`src/rtl/sys_defs.sv`:
```
// sys_defs: shared fetch types and defaults for the fetch PC generator and its queue.
package sys_defs;
  localparam int FQ_DEPTH_DEF = 4;
  localparam int GH_DEF = 8;
  // Widest history the queue entry can carry; narrower GH is zero-extended.
  localparam int GH_MAX = 32;
  typedef struct packed {
    logic [31:0]       pc;
    logic [31:0]       inst;
    logic              pred_taken;
    logic [31:0]       pred_target;
    logic [GH_MAX-1:0] ghr;
    logic              filled;
  } fetch_entry_t;
  function automatic logic [31:0] word_align(input logic [31:0] a);
    return a & ~32'h3;
  endfunction
endpackage

```
`src/rtl/fetch_queue.sv`:
```
// fetch_queue: circular fetch queue; entries are allocated at issue and filled in order as
// instruction words return, so decode only sees the head once its word has arrived.
module fetch_queue import sys_defs::*; #(
  parameter int DEPTH = FQ_DEPTH_DEF,
  localparam int PW = $clog2(DEPTH),
  localparam int CW = PW + 1
) (
  input  logic         clock,
  input  logic         reset_n,
  input  logic         flush_i,
  input  logic         push_i,
  input  fetch_entry_t push_entry_i,
  input  logic         fill_i,
  input  logic [31:0]  fill_inst_i,
  input  logic         pop_i,
  output logic [CW-1:0] count_o,
  output fetch_entry_t head_o
);
  fetch_entry_t mem_q [DEPTH];
  logic [PW-1:0] head_q, tail_q, fill_q;
  logic [CW-1:0] count_q;
  assign count_o = count_q;
  assign head_o = mem_q[head_q];
  // Fill always targets an allocated, unfilled entry, so it never collides with push or pop.
  always_ff @(posedge clock or negedge reset_n) begin
    if (!reset_n) begin
      head_q <= '0;
      tail_q <= '0;
      fill_q <= '0;
      count_q <= '0;
      for (int i = 0; i < DEPTH; i++) mem_q[i] <= '0;
    end else if (flush_i) begin
      head_q <= '0;
      tail_q <= '0;
      fill_q <= '0;
      count_q <= '0;
      for (int i = 0; i < DEPTH; i++) mem_q[i].filled <= 1'b0;
    end else begin
      if (push_i) begin
        mem_q[tail_q] <= push_entry_i;
        tail_q <= tail_q + PW'(1);
      end
      if (fill_i) begin
        mem_q[fill_q].inst <= fill_inst_i;
        mem_q[fill_q].filled <= 1'b1;
        fill_q <= fill_q + PW'(1);
      end
      if (pop_i) head_q <= head_q + PW'(1);
      count_q <= count_q + CW'(push_i) - CW'(pop_i);
    end
  end
endmodule

```
`src/rtl/fetch_pc_gen.sv`:
```
// fetch_pc_gen: next-PC generation, fetch issue with predictor consult, and discard of
// responses still in flight when the retire stage redirects.
module fetch_pc_gen import sys_defs::*; #(
  parameter logic [31:0] RESET_PC = 32'h0000_0000,
  parameter int FQ_DEPTH = FQ_DEPTH_DEF,
  parameter int GH = GH_DEF
) (
  input  logic          clock,
  input  logic          reset_n,
  output logic          imem_req_valid_o,
  output logic [31:0]   imem_req_addr_o,
  input  logic          imem_req_ready_i,
  input  logic          imem_resp_valid_i,
  input  logic [31:0]   imem_resp_data_i,
  output logic          predict_req_valid_o,
  output logic [31:0]   predict_req_pc_o,
  output logic          predict_req_used_o,
  input  logic          predict_taken_i,
  input  logic [31:0]   predict_target_i,
  input  logic [GH-1:0] predict_ghr_snapshot_i,
  input  logic          redirect_valid_i,
  input  logic [31:0]   redirect_pc_i,
  output logic          decode_valid_o,
  input  logic          decode_ready_i,
  output logic [31:0]   decode_pc_o,
  output logic [31:0]   decode_inst_o,
  output logic          decode_pred_taken_o,
  output logic [31:0]   decode_pred_target_o,
  output logic [GH-1:0] decode_ghr_o
);
  localparam int CW = $clog2(FQ_DEPTH) + 1;
  logic [31:0] pc_q, pc_d;
  logic [CW-1:0] out_q, out_d, drop_q, drop_d, count;
  logic taken, fire, resp, fill, dv;
  fetch_entry_t head, push_entry;
  // A zero target is a BTB miss, so a taken prediction without a target falls through.
  always_comb begin
    taken = predict_taken_i && predict_target_i != '0;
    imem_req_valid_o = reset_n && !redirect_valid_i && out_q < CW'(FQ_DEPTH) && count < CW'(FQ_DEPTH);
    fire = imem_req_valid_o && imem_req_ready_i;
    resp = imem_resp_valid_i && out_q != '0;
    fill = resp && !redirect_valid_i && drop_q == '0;
    out_d = out_q + CW'(fire) - CW'(resp);
    drop_d = redirect_valid_i ? out_q - CW'(resp) : drop_q - CW'(resp && drop_q != '0);
    pc_d = redirect_valid_i ? word_align(redirect_pc_i) :
           !fire ? pc_q :
           taken ? word_align(predict_target_i) : pc_q + 32'd4;
    push_entry = '{pc: pc_q, inst: '0, pred_taken: taken, pred_target: predict_target_i,
                   ghr: GH_MAX'(predict_ghr_snapshot_i), filled: 1'b0};
    dv = count != '0 && head.filled;
  end
  always_ff @(posedge clock or negedge reset_n) begin
    if (!reset_n) begin
      pc_q <= RESET_PC;
      out_q <= '0;
      drop_q <= '0;
    end else begin
      pc_q <= pc_d;
      out_q <= out_d;
      drop_q <= drop_d;
    end
  end
  fetch_queue #(.DEPTH(FQ_DEPTH)) u_fq (
    .clock        (clock),
    .reset_n      (reset_n),
    .flush_i      (redirect_valid_i),
    .push_i       (fire),
    .push_entry_i (push_entry),
    .fill_i       (fill),
    .fill_inst_i  (imem_resp_data_i),
    .pop_i        (dv && decode_ready_i),
    .count_o      (count),
    .head_o       (head)
  );
  assign imem_req_addr_o = pc_q;
  assign predict_req_valid_o = imem_req_valid_o;
  assign predict_req_pc_o = pc_q;
  assign predict_req_used_o = fire;
  assign decode_valid_o = dv;
  assign decode_pc_o = dv ? head.pc : '0;
  assign decode_inst_o = dv ? head.inst : '0;
  assign decode_pred_taken_o = dv && head.pred_taken;
  assign decode_pred_target_o = dv ? head.pred_target : '0;
  assign decode_ghr_o = dv ? GH'(head.ghr) : '0;
endmodule

```
`config.mk`:
```
export PLATFORM = sky130hd
export DESIGN_NAME = fetch_pc_gen
export DESIGN_NICKNAME = d
export VERILOG_FILES = /design/src/rtl/sys_defs.sv /design/src/rtl/fetch_queue.sv /design/src/rtl/fetch_pc_gen.sv
export SDC_FILE = /design/constraint.sdc
export NUM_CORES = 1
export LEC_CHECK = 0
export CORE_ASPECT_RATIO = 0.9
export CORE_MARGIN = 10
export CORE_UTILIZATION = 42
export DETAILED_ROUTE_END_ITERATION = 10
export PLACE_DENSITY = 0.68
export SYNTH_ARGS = -nofsm -noshare
export SYNTH_HDL_FRONTEND = slang
export SYNTH_HIERARCHICAL = 1
export SYNTH_SLANG_ARGS = --single-unit
export TNS_END_PERCENT = 100
```
`constraint.sdc`:
```
create_clock -name clock -period 3.7 [get_ports clock]
set_input_delay 0.74 -clock clock [delete_from_list [all_inputs] [get_ports clock]]
set_output_delay 0.74 -clock clock [all_outputs]
set_load 0.02 [all_outputs]
```
# --- Word level (Yosys, flattened, before mapping) ---
# Cells that the tools add are included.
word_totals:
  elab_cells: 108
  output_inout_bits: 173
  register_bits: 567
classes:
  magnitude_cmp: 7
  add_sub_neg: 10
  reduce_logical: 23
  n_mux: 34
  bitwise: 3
ops:
  columns: ["op", "n"]
  rows:
  - ["$bwmux 520", 3]
  - ["$mux 520", 3]
  - ["$demux 130 s2", 3]
  - ["$mux 130", 3]
  - ["$bmux 130 s2", 1]
  - ["$mux 32", 6]
  - ["$mux 98", 1]
  - ["$add 32x3->32 const B", 1]
  - ["$reduce_bool 32->1", 1]
  - ["$logic_and 1x1->1", 14]
  - ["$mux 2", 6]
  - ["$sub 3x1->3", 4]
  - ["$ge 3x3->1 const B", 3]
  - ["$not 2->3", 3]
  - ["$reduce_bool 3->1", 3]
  - ["$mux 8", 1]
  - ["$add 2x1->2 const B", 3]
  - ["$add 3x1->3", 2]
  - ["$lt 3x1->1 const B", 2]
  - ["$lt 3x3->1 const B", 2]
  - ["$mux 3", 2]
  - ["$reduce_bool 2->1", 3]
  - ["$mux 1", 5]
  - ["$logic_not 3->1", 1]
  - ["$logic_not 1->1", 1]

# --- Longest topological paths before layout ---
# Gate-level depths: netlist (run 1).
depth:
  word_depth: 12
  mapped_depth: 14

# --- Cells and area by module ---
# The synthesis (run 1) kept the hierarchy.
modules_own_cells:
  columns: ["module", "n_inst", "cells_per_inst", "area_each_um2"]
  rows:
  - ["fetch_queue", 1, 1574, 24387.1]
  - ["fetch_pc_gen", 1, 456, 3642.2]

# --- Worst setup path before layout (run 1) ---
# No wires, ideal clock.
synth_timing:
  path_kind: "input -> register"
  from: "input redirect_valid_i"
  to: "register u_fq/mem_q[424] in the netlist's numbering"
  n_path_buf: 6
  setup_ps: 125
  required_ps: 3575
  stages: 12
  arrival_time_ps: 3182
  path_slack_ps: 392
  cell_sequence: "nor4b_2 nand2_1 inv_2 buf_2 buf_2 buf_6 nand2_2 or2_1 buf_6 buf_6 buf_6 mux2_4"
synth_between:
  elab_chain_cells: 10
synth_rtl:
  columns: ["element", "line", "source"]
  rows:
  - ["from (decl)", "fetch_pc_gen.sv:21", "input logic redirect_valid_i,"]
  - ["$logic_not 1->1 *", "fetch_pc_gen.sv:39", "imem_req_valid_o = reset_n && !redirect_valid_i && out_q < CW'(FQ_DEPTH) && count < CW'(FQ_DEPTH);"]
  - ["$logic_and 1x1->1 * (3 in series)", "fetch_pc_gen.sv:39", null]
  - ["$logic_and 1x1->1 *", "fetch_pc_gen.sv:40", "fire = imem_req_valid_o && imem_req_ready_i;"]
  - ["via predict_req_used_o", "fetch_pc_gen.sv:17", "output logic predict_req_used_o,"]
  - ["$mux 520 *", "fetch_queue.sv:39", "if (push_i) begin"]
  - ["$mux 520 *", "fetch_queue.sv:32", "end else if (flush_i) begin"]
  - ["$bwmux 520", "fetch_queue.sv:44", "mem_q[fill_q].inst <= fill_inst_i;"]
  - ["$bwmux 520", "fetch_queue.sv:45", "mem_q[fill_q].filled <= 1'b1;"]
  - ["$mux 520 *", "fetch_queue.sv:43", "if (fill_i) begin"]
  - ["to (signal, indexed assignment)", "fetch_queue.sv:40", "mem_q[tail_q] <= push_entry_i;"]
  - ["to (decl)", "fetch_queue.sv:19", "fetch_entry_t mem_q [DEPTH];"]
# Mark *: on every way through the listed nets, which the timed path passes. The rest lies on a longest branch. The select of a mux whose other input is x is not followed.
# A chain may end at the register's enable or synchronous reset.

==> results of run 1 <==
[state kept, by name, summed over array words and instances (netlist names)]
register,flops
u_fq/fill_q,2
u_fq/count_o,3
u_fq/head_q,2
out_q,3
u_fq/tail_q,2
imem_req_addr_o,30
u_fq/mem_q,424
drop_q,3
[critical path, stage by stage (launching register included)]
cell and delay (ns):
dfrtp_4 0.52, mux4_2 0.35, o31a_2 0.20, buf_12 0.24
and2_1 0.26, clkdlybuf4s50_1 0.64
[worst paths after layout]
path                                                     to  slack [ns]  cells past startpoint
worst min register to register  u_fq/mem_q[172]$_DFFE_PN0P_        0.50                      1
worst max-delay path               decode_pred_target_o[22]        0.09                      5
min in group clock              u_fq/mem_q[172]$_DFFE_PN0P_        0.50                      1
worst max register to register    u_fq/count_o[2]$_DFF_PN0_        0.73                     11
worst min-delay path              u_fq/mem_q[3]$_DFFE_PN0P_        0.32                      2
max in group asynchronous       u_fq/mem_q[458]$_DFFE_PN0N_        1.79                      3
[cell type report]
cell class,count,area share [%]
sequential,469,40.4
tap,756,3.25
clock buffer,72,5.08
antenna,4,0.0344
multi-input combinational,1173,38.9
clock inverter,19,0.986
inverter,20,0.258
timing repair buffer,318,11.1
[per-layer routing]
metal | GRT usage, % | vias to the layer above | part of all wire (%)
li1 | - | 7167 | -
met1 | 27.0 | 8688 | 43
met2 | 32.5 | 648 | 47
met3 | 3.86 | 118 | 6.5
met4 | 7.56 | 4 | 3.1
met5 | 0 | - | 0.033
[through the flow]
stage | std cells | instance area (um2) | util, % | TNS (ns) | worst slack [ns]
3_3_place_gp | 2736 | 27300 | 48.6 | 0 | 0.479
4_1_cts | 2827 | 29100 | 51.8 | 0 | 0.0627
5_1_grt | 2830 | 29100 | 51.8 | -0.0000855 | -0.0000855
3_5_place_dp | 2736 | 27300 | 48.6 | 0 | 0.478
2_1_floorplan | 1853 | 24100 | - | 0 | 0.398
6_report | 2831 | 29100 | 51.8 | 0 | 0.0883
[placed cells by master (no fill, tap or decap), drive strengths merged, types with 43 or more instances in the layout]
cell type        n
o21ai          155
and2           107
clkdlybuf4s50  275
mux4           106
buf             43
dfrtp          469
o221ai         128
conb            48
mux2           292
nand2b          64
clkbuf          72
[power breakdown]
group	switching (mW)	leakage (nW)	total (mW)	internal, mW
logic	1.26	5.74	3.04	1.78
registers	0.638	6.27	6.62	5.98
clock network	2.14	0.862	5.34	3.20
total	4.04	12.9	15.0	11.0
==> results.sh, run 1 <==
export IMPL_status="finished clean"
export IMPL_drive_above_1_share_pct=26.8
export IMPL_ir_worst_vdd_mv=0.393
export IMPL_worst_pin_slew_ns=1.07
export IMPL_cp_start_kind="flip-flop"
export IMPL_track_usage_pct=20.3
export IMPL_drcViolationCount=0
export IMPL_dpl_hpwl_um=42700
export IMPL_cts_sinks=469
export IMPL_drv_slew=0
export IMPL_worst_r2r_startpoint="u_fq/head_q[0]$_DFFE_PN0P_"
export IMPL_ant_nets=0
export IMPL_multiInputGateArea_um2=11300
export IMPL_cp_arrival_ns=2.87
export IMPL_clk_latency_ns=0.61
export IMPL_wl_um=69400
export IMPL_p_per_area_nw_per_um2=516
export IMPL_drtIter0Drc=1260
export IMPL_ctsHoldBuffers=0
export IMPL_endpoint_kind="primary output"
export IMPL_ys_warn_count=6
export IMPL_dieArea_um2=67000
export IMPL_clock_root_buffer="clkbuf_16"
export IMPL_numCtsBuffers=52
export IMPL_htreeDepth=2
export IMPL_layout_nets=2166
export IMPL_wire_per_inst_um=24.5
export IMPL_fmax_mhz=277
export IMPL_start_util_pct=42.7
export IMPL_grt_pass1_wl_um=107000
export IMPL_cts_tree="built"
export IMPL_first_global_vias=17700
export IMPL_crit_fanout=56
export IMPL_cts_setup_buffers=0
export IMPL_grt_max_degree=179
export IMPL_cap_viol_max_count=0
export IMPL_syn_area_per_cell_um2=13.3
export IMPL_required_ns=2.96
export IMPL_register_area_um2=11700
export IMPL_path_class="reg -> out"
export IMPL_num_fill_cells=4752
export IMPL_synthesis_area_um2=24000
export IMPL_hold_slack_ns=0.317
export IMPL_drtPass1Iterations=5
export IMPL_syn_to_final_growth_pct=21.3
export IMPL_fin_crit_ns=3.61
export IMPL_io_pins=284
export IMPL_io_buffers=277
export IMPL_finalSetupViolations=0
export IMPL_clkSlewWorstSetupHoldPaths_ns=0.06
export IMPL_row_count=82
export IMPL_viasPerCell=5.87
export IMPL_cts_repair_resized=2
export IMPL_finClkSkew_ns=0.0295
export IMPL_vias=16600
export IMPL_routabilityCongestion=0.844
export IMPL_power_mw=15.0
export IMPL_hp_class="in -> async"
export IMPL_core_um2=56100
export IMPL_period_share_pct=97.6
export IMPL_crit_start="u_fq/head_q[0]$_DFFE_PN0P_"
export IMPL_finalHoldViolCount=0
export IMPL_die_h_um=247
export IMPL_leakage_nw=12.9
export IMPL_synth_cells=1806
export IMPL_slew_headroom_pct=28.8
export IMPL_antenna_found_initial=6
export IMPL_clockBufferDepth=3
export IMPL_die_w_um=272
export IMPL_overflow=0
Note: power is estimated with default switching activity, not from simulation.
==> run 2: changes to the inputs <==
Settings changed: SKIP_CTS_REPAIR_TIMING set to 1.
==> run 2 against run 1 <==
Effect of this change: sequential share of layout area stayed put; combinational power hardly changed; setup slack better by 0.0052 ns; cell count stayed put; maximum frequency is 0.14% higher; die area stayed put; count of clock-buffer cells in the layout stayed put; power hardly changed; non-clock buffer count stayed put; worst hold slack better by 0.0020 ns; largest cell class unchanged.
==> results.sh, run 2 (synthesis gave the netlist of run 1 again) <==
export IMPL_status="finished clean"
export IMPL_layout_nets=2166
export IMPL_cp_start_kind="flip-flop"
export IMPL_io_buffers=277
export IMPL_largest_reg_flops=424
export IMPL_final_cell_mix="dfrtp_1, clkdlybuf4s50_1, mux2_2, o21ai_0, o221ai_1"
export IMPL_slew_headroom_pct=29.6
export IMPL_numCtsBuffers=52
export IMPL_wl_um=69300
export IMPL_clockBufferDepth=3
export IMPL_fmax_mhz=277
export IMPL_p_clk_share_pct=35.6
export IMPL_multiInputGateArea_um2=11300
export IMPL_p_sw_mw=4.03
export IMPL_reg2reg_slack_ns=0.72
export IMPL_dieArea_um2=67000
export IMPL_register_area_um2=11700
export IMPL_pwr_share_comb_pct=20.2
export IMPL_timing_rr_end="u_fq/count_o[2]$_DFF_PN0_"
export IMPL_grt_pass1_wl_um=107000
export IMPL_antenna_found_initial=6
export IMPL_routabilityCongestion=0.844
export IMPL_path_class="reg -> out"
export IMPL_cts_sinks=469
export IMPL_fin_area_um2=29100
export IMPL_wire_per_inst_um=24.5
export IMPL_clkSlewWorstSetupHoldPaths_ns=0.06
export IMPL_p_per_area_nw_per_um2=516
export IMPL_viasPerCell=5.88
export IMPL_cp_arrival_ns=2.87
export IMPL_reg2reg_depth=11
export IMPL_start_util_pct=42.7
export IMPL_layout_commonest_cell="dfrtp_1"
export IMPL_row_count=82
export IMPL_power_mw=15.0
export IMPL_worst_r2r_startpoint="u_fq/head_q[0]$_DFFE_PN0P_"
export IMPL_hp_class="in -> async"
export IMPL_finalHoldViolCount=0
export IMPL_finalSetupViolations=0
export IMPL_period_share_pct=97.5
export IMPL_path_cells="mux4_2 -> o31a_2 -> buf_12 -> and2_1 -> clkdlybuf4s50_1"
export IMPL_clock_root_buffer="clkbuf_16"
export IMPL_drtIter0Drc=1197
export IMPL_placed_area_um2=27300
export IMPL_crit_fanout=56
export IMPL_drtPass1Iterations=5
export IMPL_grt_max_degree=179
export IMPL_leakage_nw=12.9
export IMPL_cap_viol_max_count=0
export IMPL_fin_crit_ns=3.61
export IMPL_endpoint_kind="primary output"
export IMPL_ir_worst_vdd_mv=0.393
export IMPL_p_seq_share_pct=44.1
export IMPL_io_pins=284
export IMPL_switching_share_pct=26.9
export IMPL_tns_ns=0
export IMPL_clk_latency_ns=0.61
export IMPL_required_ns=2.96
export IMPL_die_w_um=272
export IMPL_first_global_vias=17700
export IMPL_core_um2=56100
export IMPL_die_h_um=247
export IMPL_num_fill_cells=4752
export IMPL_vias=16700
export IMPL_syn_to_final_growth_pct=21.3
export IMPL_drive_above_1_share_pct=26.8
export IMPL_cpPeakStageDelay_ns=0.63
export IMPL_cp_slowest_cell="clkdlybuf4s50_1"
export IMPL_ant_nets=0
export IMPL_internal_power_mw=11.0
export IMPL_largest_register="u_fq/mem_q"
export IMPL_finClkSkew_ns=0.0294
export IMPL_dpl_hpwl_um=42700
export IMPL_drcViolationCount=0
export IMPL_htreeDepth=2
export IMPL_drv_slew=0
export IMPL_track_usage_pct=20.3
export IMPL_overflow=0
export IMPL_cts_tree="built"
export IMPL_worst_pin_slew_ns=1.06
[run 2: cell counts in the layout (fill, tap and decap cells not counted)]
No cell type changed its count.
[run 2: worst max-delay path: cells and delay by family, from the launching register on]
family	cells	cell delay, ns
compound gates	1	0.20
buf+inv	2	0.87
flops	1	0.52
mux	1	0.35
simple gates	1	0.26
[run 2: layout make-up]
| type | instances | share of cell area [%] |
|---|---|---|
| Sequential cell | 469 | 40.4 |
| Multi-Input combinational cell | 1173 | 38.9 |
| Timing Repair Buffer | 318 | 11.1 |
| Clock buffer | 72 | 5.08 |
| Tap cell | 756 | 3.25 |
| Clock inverter | 19 | 0.986 |
| Inverter | 20 | 0.258 |
| Antenna cell | 4 | 0.0344 |
[run 2: worst max path at each step]
stage                                          start                               to  slack (ns)  cells past startpoint
after floorplan                     redirect_valid_i      u_fq/mem_q[424]$_DFFE_PN0P_        0.40                     12
after global placement           predict_target_i[2]  imem_req_addr_o[13]$_DFFE_PN0P_        0.48                      7
after detailed placement         predict_target_i[2]  imem_req_addr_o[13]$_DFFE_PN0P_        0.48                      7
after CTS                 u_fq/head_q[0]$_DFFE_PN0P_              decode_pred_taken_o       -0.07                      4
after global routing      u_fq/head_q[0]$_DFFE_PN0P_         decode_pred_target_o[21]    -0.00009                      5
final                     u_fq/head_q[0]$_DFFE_PN0P_         decode_pred_target_o[22]        0.09                      5
[run 2: power by group through the flow]
stage | Clock [mW] | Sequential, mW | Combinational, mW
after CTS | 5.45 | 6.61 | 3.05
after floorplan | 0 | 6.51 | 2.16
final | 5.34 | 6.62 | 3.04
after global placement | 0 | 6.62 | 2.95
after detailed placement | 0 | 6.69 | 3.03
after global routing | 5.68 | 6.73 | 3.30
[run 2: metrics by stage]
step                      setup WS, ns  utilization, %  std cells  hold WS [ns]
final                           0.0935            51.8       2831         0.319
after detailed placement         0.478            48.6       2736         0.487
after global routing        -0.0000855            51.8       2830         0.391
after floorplan                  0.398               -       1853         0.444
after CTS                      -0.0723            51.8       2827         0.350
after global placement           0.479            48.6       2736         0.481
[run 2: per-layer routing]
layer | vias up | share of wire (%) | GRT usage [%] | wire length (um)
met3 | 119 | 6.3 | 3.86 | 4380
met2 | 623 | 47 | 32.5 | 32900
met1 | 8738 | 43 | 27.0 | 29900
met5 | - | 0.033 | 0 | 23
li1 | 7169 | - | - | -
met4 | 4 | 3.1 | 7.56 | 2140
==> run 3: changes to the inputs <==
Settings changed: CTS_CLUSTER_DIAMETER set to 60.
==> run 3 against run 2 <==
Effect of this change: power increased by 2.2%; via count increased by 0.22%; critical path type unchanged; setup slack improved by 0.0074 ns; first-iteration DRC count increased by 16%; largest power group unchanged; flip-flop and latch count unchanged; combinational power about the same; sequential power about the same.
==> results.sh, run 3 (synthesis gave the netlist of run 1 again) <==
export IMPL_grt_pass1_wl_um=108000
export IMPL_largest_register="u_fq/mem_q"
export IMPL_ant_nets=0
export IMPL_start_util_pct=42.7
export IMPL_io_buffers=277
export IMPL_cp_start_kind="flip-flop"
export IMPL_overflow=0
export IMPL_leakage_nw=12.9
export IMPL_ir_worst_vdd_mv=0.355
export IMPL_dpl_hpwl_um=42700
export IMPL_grt_max_degree=179
export IMPL_layout_nets=2167
export IMPL_cts_sinks=469
export IMPL_timing_rr_end="u_fq/count_o[2]$_DFF_PN0_"
export IMPL_finalHoldViolCount=0
export IMPL_dieArea_um2=67000
export IMPL_drive_above_1_share_pct=27.3
export IMPL_required_ns=2.96
export IMPL_die_w_um=272
export IMPL_power_mw=15.3
export IMPL_cts_tree="built"
export IMPL_wl_um=69600
export IMPL_fin_crit_ns=3.60
export IMPL_finalSetupViolations=0
export IMPL_wire_per_inst_um=24.5
export IMPL_crit_fanout=57
export IMPL_dp_slack_ns=0.478
export IMPL_clockBufferDepth=3
export IMPL_tns_ns=0
export IMPL_io_pins=284
export IMPL_syn_to_final_growth_pct=21.8
export IMPL_core_um2=56100
export IMPL_drtPass1Iterations=5
export IMPL_path_class="reg -> out"
export IMPL_reg2reg_slack_ns=0.74
export IMPL_cap_viol_max_count=0
export IMPL_period_share_pct=97.3
export IMPL_drv_slew=0
export IMPL_die_h_um=247
export IMPL_vias=16700
export IMPL_worst_r2r_startpoint="u_fq/head_q[0]$_DFFE_PN0P_"
export IMPL_final_cell_mix="dfrtp_1, clkdlybuf4s50_1, mux2_2, o21ai_0, o221ai_1"
export IMPL_cp_arrival_ns=2.86
export IMPL_drtIter0Drc=1394
export IMPL_fmax_mhz=278
export IMPL_htreeDepth=2
export IMPL_endpoint_kind="primary output"
export IMPL_drcViolationCount=0
export IMPL_clock_root_buffer="clkbuf_16"
export IMPL_reg2reg_depth=11
export IMPL_viasPerCell=5.88
export IMPL_finClkSkew_ns=0.0264
export IMPL_p_per_area_nw_per_um2=525
export IMPL_clkSlewWorstSetupHoldPaths_ns=0.06
export IMPL_first_global_vias=17800
export IMPL_track_usage_pct=20.3
export IMPL_finalWorstSetupSlack_ns=0.101
export IMPL_slew_headroom_pct=29.0
export IMPL_routabilityCongestion=0.844
export IMPL_status="finished clean"
export IMPL_layout_commonest_cell="dfrtp_1"
export IMPL_antenna_found_initial=4
export IMPL_numCtsBuffers=53
export IMPL_clk_latency_ns=0.60
export IMPL_worst_pin_slew_ns=1.06
export IMPL_hp_class="in -> async"
export IMPL_row_count=82
export IMPL_largest_reg_flops=424
[run 3: cell count changes in the layout (fill, tap and decap cells not counted), sizes merged]
cell,change
inv,+3
diode,-1
clkbuf,-1
clkinvlp,+1
clkinv,+2
bufinv,+2
[run 3: through the flow]
step | hold slack (ns) | util, % | std cells | area, um2
after floorplan | 0.444 | - | 1853 | 24100
after CTS | 0.344 | 52.0 | 2834 | 29200
final | 0.326 | 52.0 | 2837 | 29200
after global routing | 0.391 | 52.0 | 2836 | 29200
after detailed placement | 0.487 | 48.6 | 2736 | 27300
after global placement | 0.481 | 48.6 | 2736 | 27300
[run 3: where the power goes]
| part | switching (mW) | leakage (nW) | total [mW] | internal [mW] |
|---|---|---|---|---|
| Clock | 2.22 | 0.934 | 5.67 | 3.45 |
| Sequential | 0.640 | 6.27 | 6.62 | 5.98 |
| Combinational | 1.25 | 5.74 | 3.04 | 1.78 |
[run 3: per-layer routing]
| metal | vias up | routed length [um] | part of all wire, % | global-route usage, % |
|---|---|---|---|---|
| li1 | 7177 | - | - | - |
| met1 | 8724 | 30100 | 43 | 27.0 |
| met2 | 651 | 33000 | 47 | 32.6 |
| met3 | 135 | 4130 | 5.9 | 3.48 |
| met4 | 2 | 2250 | 3.2 | 8.21 |
| met5 | - | 13 | 0.019 | 0 |
[run 3: worst max path at each step]
stage / from / endpoint
after floorplan: redirect_valid_i / u_fq/mem_q[424]$_DFFE_PN0P_
after global placement: predict_target_i[2] / imem_req_addr_o[13]$_DFFE_PN0P_
after detailed placement: predict_target_i[2] / imem_req_addr_o[13]$_DFFE_PN0P_
after CTS: u_fq/head_q[0]$_DFFE_PN0P_ / decode_pred_taken_o
after global routing: u_fq/head_q[0]$_DFFE_PN0P_ / decode_pred_target_o[21]
final: u_fq/head_q[0]$_DFFE_PN0P_ / decode_pred_taken_o
[run 3: worst max-delay path, cell delays in order (launching register included)]
cell and delay [ns]:
dfrtp_4 0.52, mux4_2 0.35, o31a_2 0.20, buf_12 0.27, and2_1 0.27, clkdlybuf4s50_1 0.65
[run 3: final cells by class]
| type | count | area (um2) |
|---|---|---|
| Clock inverter | 27 | 388 |
| Fill cell | 4750 | 26900 |
| Timing Repair Buffer | 318 | 3230 |
| Tap cell | 756 | 946 |
| Clock buffer | 71 | 1520 |
| Multi-Input combinational cell | 1173 | 11300 |
| Antenna cell | 3 | 7.51 |
| Sequential cell | 469 | 11700 |
| Inverter | 20 | 75.1 |
==> edit 1 (flow settings as in run 3) <==
Put a register stage on the output `predict_req_valid_o`, without a reset. The value now appears one clock later. The other outputs are not delayed to match.
--- a/src/rtl/fetch_pc_gen.sv
+++ b/src/rtl/fetch_pc_gen.sv
@@ -75,3 +75,5 @@
   assign imem_req_addr_o = pc_q;
-  assign predict_req_valid_o = imem_req_valid_o;
+  always_ff @(posedge clock) begin
+    predict_req_valid_o <= imem_req_valid_o;
+  end
   assign predict_req_pc_o = pc_q;
Behaviour: not the same (Yosys sat finds a counterexample within 4 cycles, from zero or initial values and one cycle with reset_n low).
==> edit 1 against run 3 <==
- area after synthesis hardly changed
- total power fell by 2.2%
- die area about the same
- non-clock buffer count is 5 higher
- final area barely moved
- routed wire length increased by 0.55%
- setup slack got worse by 0.0015 ns
- sequential cell count grew 1
- largest power group unchanged
- hold slack gained 0.076 ns
==> edit 1: results (changes against run 3) <==
status=finished, final reports clean; Worst Path Arrival=2.86 ns (about the same); Num CTS Buffers=53 (unchanged); worst-skew pair later-pin latency=0.58 ns (-0.02 ns); port bufs=277 (unchanged); GR Util All Layers=20.45% (+0.14 points); drt pass-1 iters=5 (unchanged); Leak=12.99 nW (+0.38%); H-tree Lvls=2 (unchanged); area post-placement=27400 um^2 (+0.43%); mean post-synth cell area=13.28 um^2 (about the same); Root Driver=clkbuf_16; reg2reg start=u_fq/head_q[0]; number of DRC markers in iteration 0=1370 (-1.7%); final std cells w/o fill=2853 (+0.56%); Placed Cells=2751 (+0.55%); layout cell share with drive strength beyond 1=27.82% (+0.54 points); vias in the first global route=17830 (+0.14%); Final nets=2173 (+0.28%); dpl hpwl=43840 um (+2.6%); drt via density=5.831 (-0.88%); Fillers=4803 (+1.1%); max reg flops=424 (unchanged); first-pass GRT wire length=108300 um (+0.50%); Biggest register=u_fq/mem_q; # setup viols final=0 (unchanged); Place WS=0.2077 ns (-0.2708 ns); gpl congestion=0.8678 (+2.9%); yosys warns=6 (unchanged); worst slew pin tran=1.104 ns (+0.03961 ns); Hold Crit Class=input pin to asynchronous set/reset pin; Max Root-Sink Buffers=3 (unchanged); initial antenna violation count=9 (+5); Critical Setup Path Class=flip-flop to primary output; Reg clk slew, reported paths=0.06 ns (about the same); Crit Path Max Fanout=68 (+19%); Final Skew=0.02256 ns (-0.003887 ns); routed length per instance=24.53 um (about the same); largest net degree at the start of global routing=167 (-6.7%); worst vdd ir=313.3 uV (-12%)
## edit 1: stage by stage
stage | power (W) | hold slack, ns
2_1_floorplan | 0.008687 | 0.4444
3_3_place_gp | 0.009599 | 0.4809
3_5_place_dp | 0.009762 | 0.4868
4_1_cts | 0.01512 | 0.4240
5_1_grt | 0.01569 | 0.4805
6_report | 0.01500 | 0.4024
## edit 1: worst max-delay path: stages (launching register included)
cell and delay [ns]:
dfrtp_4 0.52, mux4_2 0.35, o31a_2 0.18, buf_12 0.32, and2_1 0.26, clkdlybuf4s50_1 0.64
## edit 1: per-layer routing
metal  share of wire [%]  track usage [%]  up-vias
li1                    -                -     7177
met1                  44            27.79     8705
met2                  47            32.13      617
met3                 6.3            3.882      133
met4                 3.2            7.887        4
met5               0.044                0        -
## edit 1: path summary, 6_finish.rpt
check	slack (ns)	endpoint	cells after the start
min in group clock	0.50	u_fq/mem_q[166]	1
max in group asynchronous	1.75	u_fq/mem_q[311]	3
hold reg to reg	0.50	u_fq/mem_q[166]	1
setup reg to reg	0.75	u_fq/count_o[2]	11
setup / recovery	0.1	decode_pred_target_o[23]	5
hold / removal	0.40	u_fq/mem_q[381]	2
## edit 1: layout make-up
cell class | instances | area, um^2 | share of cell area, %
well taps | 765 | 957.2 | 3.280
flip-flops and latches | 470 | 11760 | 40.31
clock inverters | 20 | 247.7 | 0.8489
clock buffers | 75 | 1499 | 5.136
diodes | 7 | 17.52 | 0.06002
repair buffers | 323 | 3308 | 11.34
inverters | 20 | 75.07 | 0.2572
multi-input cells | 1173 | 11310 | 38.77
## edit 1: where the power goes
part,leakage [nW],internal [W],total (W),switching (W)
combinational,5.85,0.00180,0.00307,0.00127
clock,0.858,0.00317,0.00530,0.00213
sequential,6.28,0.00600,0.00663,0.000634
total,13.0,0.0110,0.0150,0.00404
==> edit 2 (settings of run 3) <==
Without the edit above. Set the package constant `GH_DEF` to 16 (it was 8).
--- a/src/rtl/sys_defs.sv
+++ b/src/rtl/sys_defs.sv
@@ -3,3 +3,3 @@
   localparam int FQ_DEPTH_DEF = 4;
-  localparam int GH_DEF = 8;
+  localparam int GH_DEF = 16;
   // Widest history the queue entry can carry; narrower GH is zero-extended.
Interface: changed (resized decode_ghr_o and predict_ghr_snapshot_i); port bits go from 284 to 300. The function was not compared with the original's and may differ.
==> edit 2 against run 3 <==
- sequential share of layout area increased by 0.20 points
- setup slack got worse by 0.042 ns
- sequential cell count increased by 32
- register-to-register slack about the same
- total power increased by 4.6%
- routed wire length increased by 6.8%
- area after synthesis increased by 5.7%
- final area increased by 6.3%
- largest power group unchanged
==> edit 2: results (changes against run 3) <==
largest net degree at the start of global routing=184 (+2.8%); H-tree Lvls=2 (unchanged); yosys warns=6 (unchanged); Critical R2R Capture=u_fq/count_o[2]; Crit Path Max Fanout=37 (-35%); Root Driver=clkbuf_16; Final nets=2288 (+5.6%); Worst Path Arrival=2.90 ns (+0.04 ns); flop2flop setup slack=0.74 ns (about the same); reg2reg path depth=11 (unchanged); Biggest register=u_fq/mem_q; GR Util All Layers=20.40% (+0.086 points); worst-skew pair later-pin latency=0.62 ns (+0.02 ns); Final Skew=0.02944 ns (+0.002989 ns); # setup viols final=0 (unchanged); Detailed Route WL=74290 um (+6.8%); worst vdd ir=360.6 uV (+1.6%); dpl hpwl=46380 um (+8.5%); Hold Crit Class=input pin to asynchronous set/reset pin; Leak=14.04 nW (+8.5%); status=finished, final reports clean; count of pins over their slew limit=0 (unchanged); Reg clk slew, reported paths=0.06 ns (about the same); worst slew pin tran=1.194 ns (+0.1290 ns); worst setup path end=decode_pc_o[13]; first-pass GRT wire length=113500 um (+5.4%); gpl congestion=0.8633 (+2.3%); vias in the first global route=18720 (+5.1%); final period utilization=98.40% (+1.1 points); reg2reg start=u_fq/head_q[0]; CP max stage cell=clkdlybuf4s50_1; number of DRC markers in iteration 0=1561 (+12%); Internal=0.01178 W (+5.1%); port bufs=293 (+5.8%); layout cell share with drive strength beyond 1=28.19% (+0.91 points); Num CTS Buffers=56 (+5.7%); area post-placement=29000 um^2 (+6.3%); drt pass-1 iters=6 (+1); Critical Setup Path Class=flip-flop to primary output; drt via density=5.939 (+0.96%); Place WS=0.2784 ns (-0.2001 ns); Max Root-Sink Buffers=3 (unchanged); max reg flops=456 (+7.5%); initial antenna violation count=9 (+5); crit-path max cell delay=0.63 ns (-0.02 ns)
edit 2: layer usage:
layer  global-route usage, %  up-vias  share of wire (%)
met3                   4.481      121                7.4
met2                   32.62      710                 48
met4                   6.750        8                2.2
met1                   27.21     9318                 43
li1                        -     7542                  -
met5                       0        -              0.055
edit 2: per-stage QoR:
stage / std cells / hold slack (ns) / util (%)
after global placement: 2871 / 0.4805 / 48.52
after detailed placement: 2871 / 0.4872 / 48.52
after floorplan: 1943 / 0.4444 / -
after CTS: 2973 / 0.2785 / 51.74
final: 2980 / 0.2798 / 51.93
after global routing: 2979 / 0.3193 / 51.93
edit 2: critical path: cells and delay by family (launching register included):
| family | cells | cell delay [ns] |
|---|---|---|
| buffers and inverters | 2 | 0.87 |
| flip-flops | 1 | 0.56 |
| multiplexers | 1 | 0.38 |
| AO/OA/AOI/OAI | 1 | 0.22 |
| AND/OR/NAND/NOR | 1 | 0.22 |
edit 2: worst min path at each step:
stage                                from         endpoint  slack (ns)
after floorplan                   reset_n        drop_q[0]        0.44
after CTS                         reset_n   u_fq/head_q[1]        0.28
final                             reset_n   u_fq/head_q[1]        0.28
after global placement    u_fq/mem_q[164]  u_fq/mem_q[164]        0.48
after detailed placement  u_fq/mem_q[185]  u_fq/mem_q[185]        0.49
after global routing              reset_n   u_fq/head_q[1]        0.32
edit 2: layout make-up:
type,count,area [um^2]
clock buffer,83,1654
timing repair buffer,347,3661
sequential,501,12540
clock inverter,19,270.3
antenna,5,12.51
tap,783,979.7
multi-input combinational,1218,11830
inverter,24,90.09
fill,4969,28730
edit 2: power groups by stage:
| stage | combinational, W | sequential, W | clock (W) |
|---|---|---|---|
| CTS | 0.00319 | 0.00703 | 0.00593 |
| floorplan | 0.00225 | 0.00694 | 0 |
| global route | 0.00345 | 0.00716 | 0.00615 |
| global placement | 0.00308 | 0.00704 | 0 |
| detailed placement | 0.00317 | 0.00712 | 0 |
| finish | 0.00319 | 0.00705 | 0.00580 |
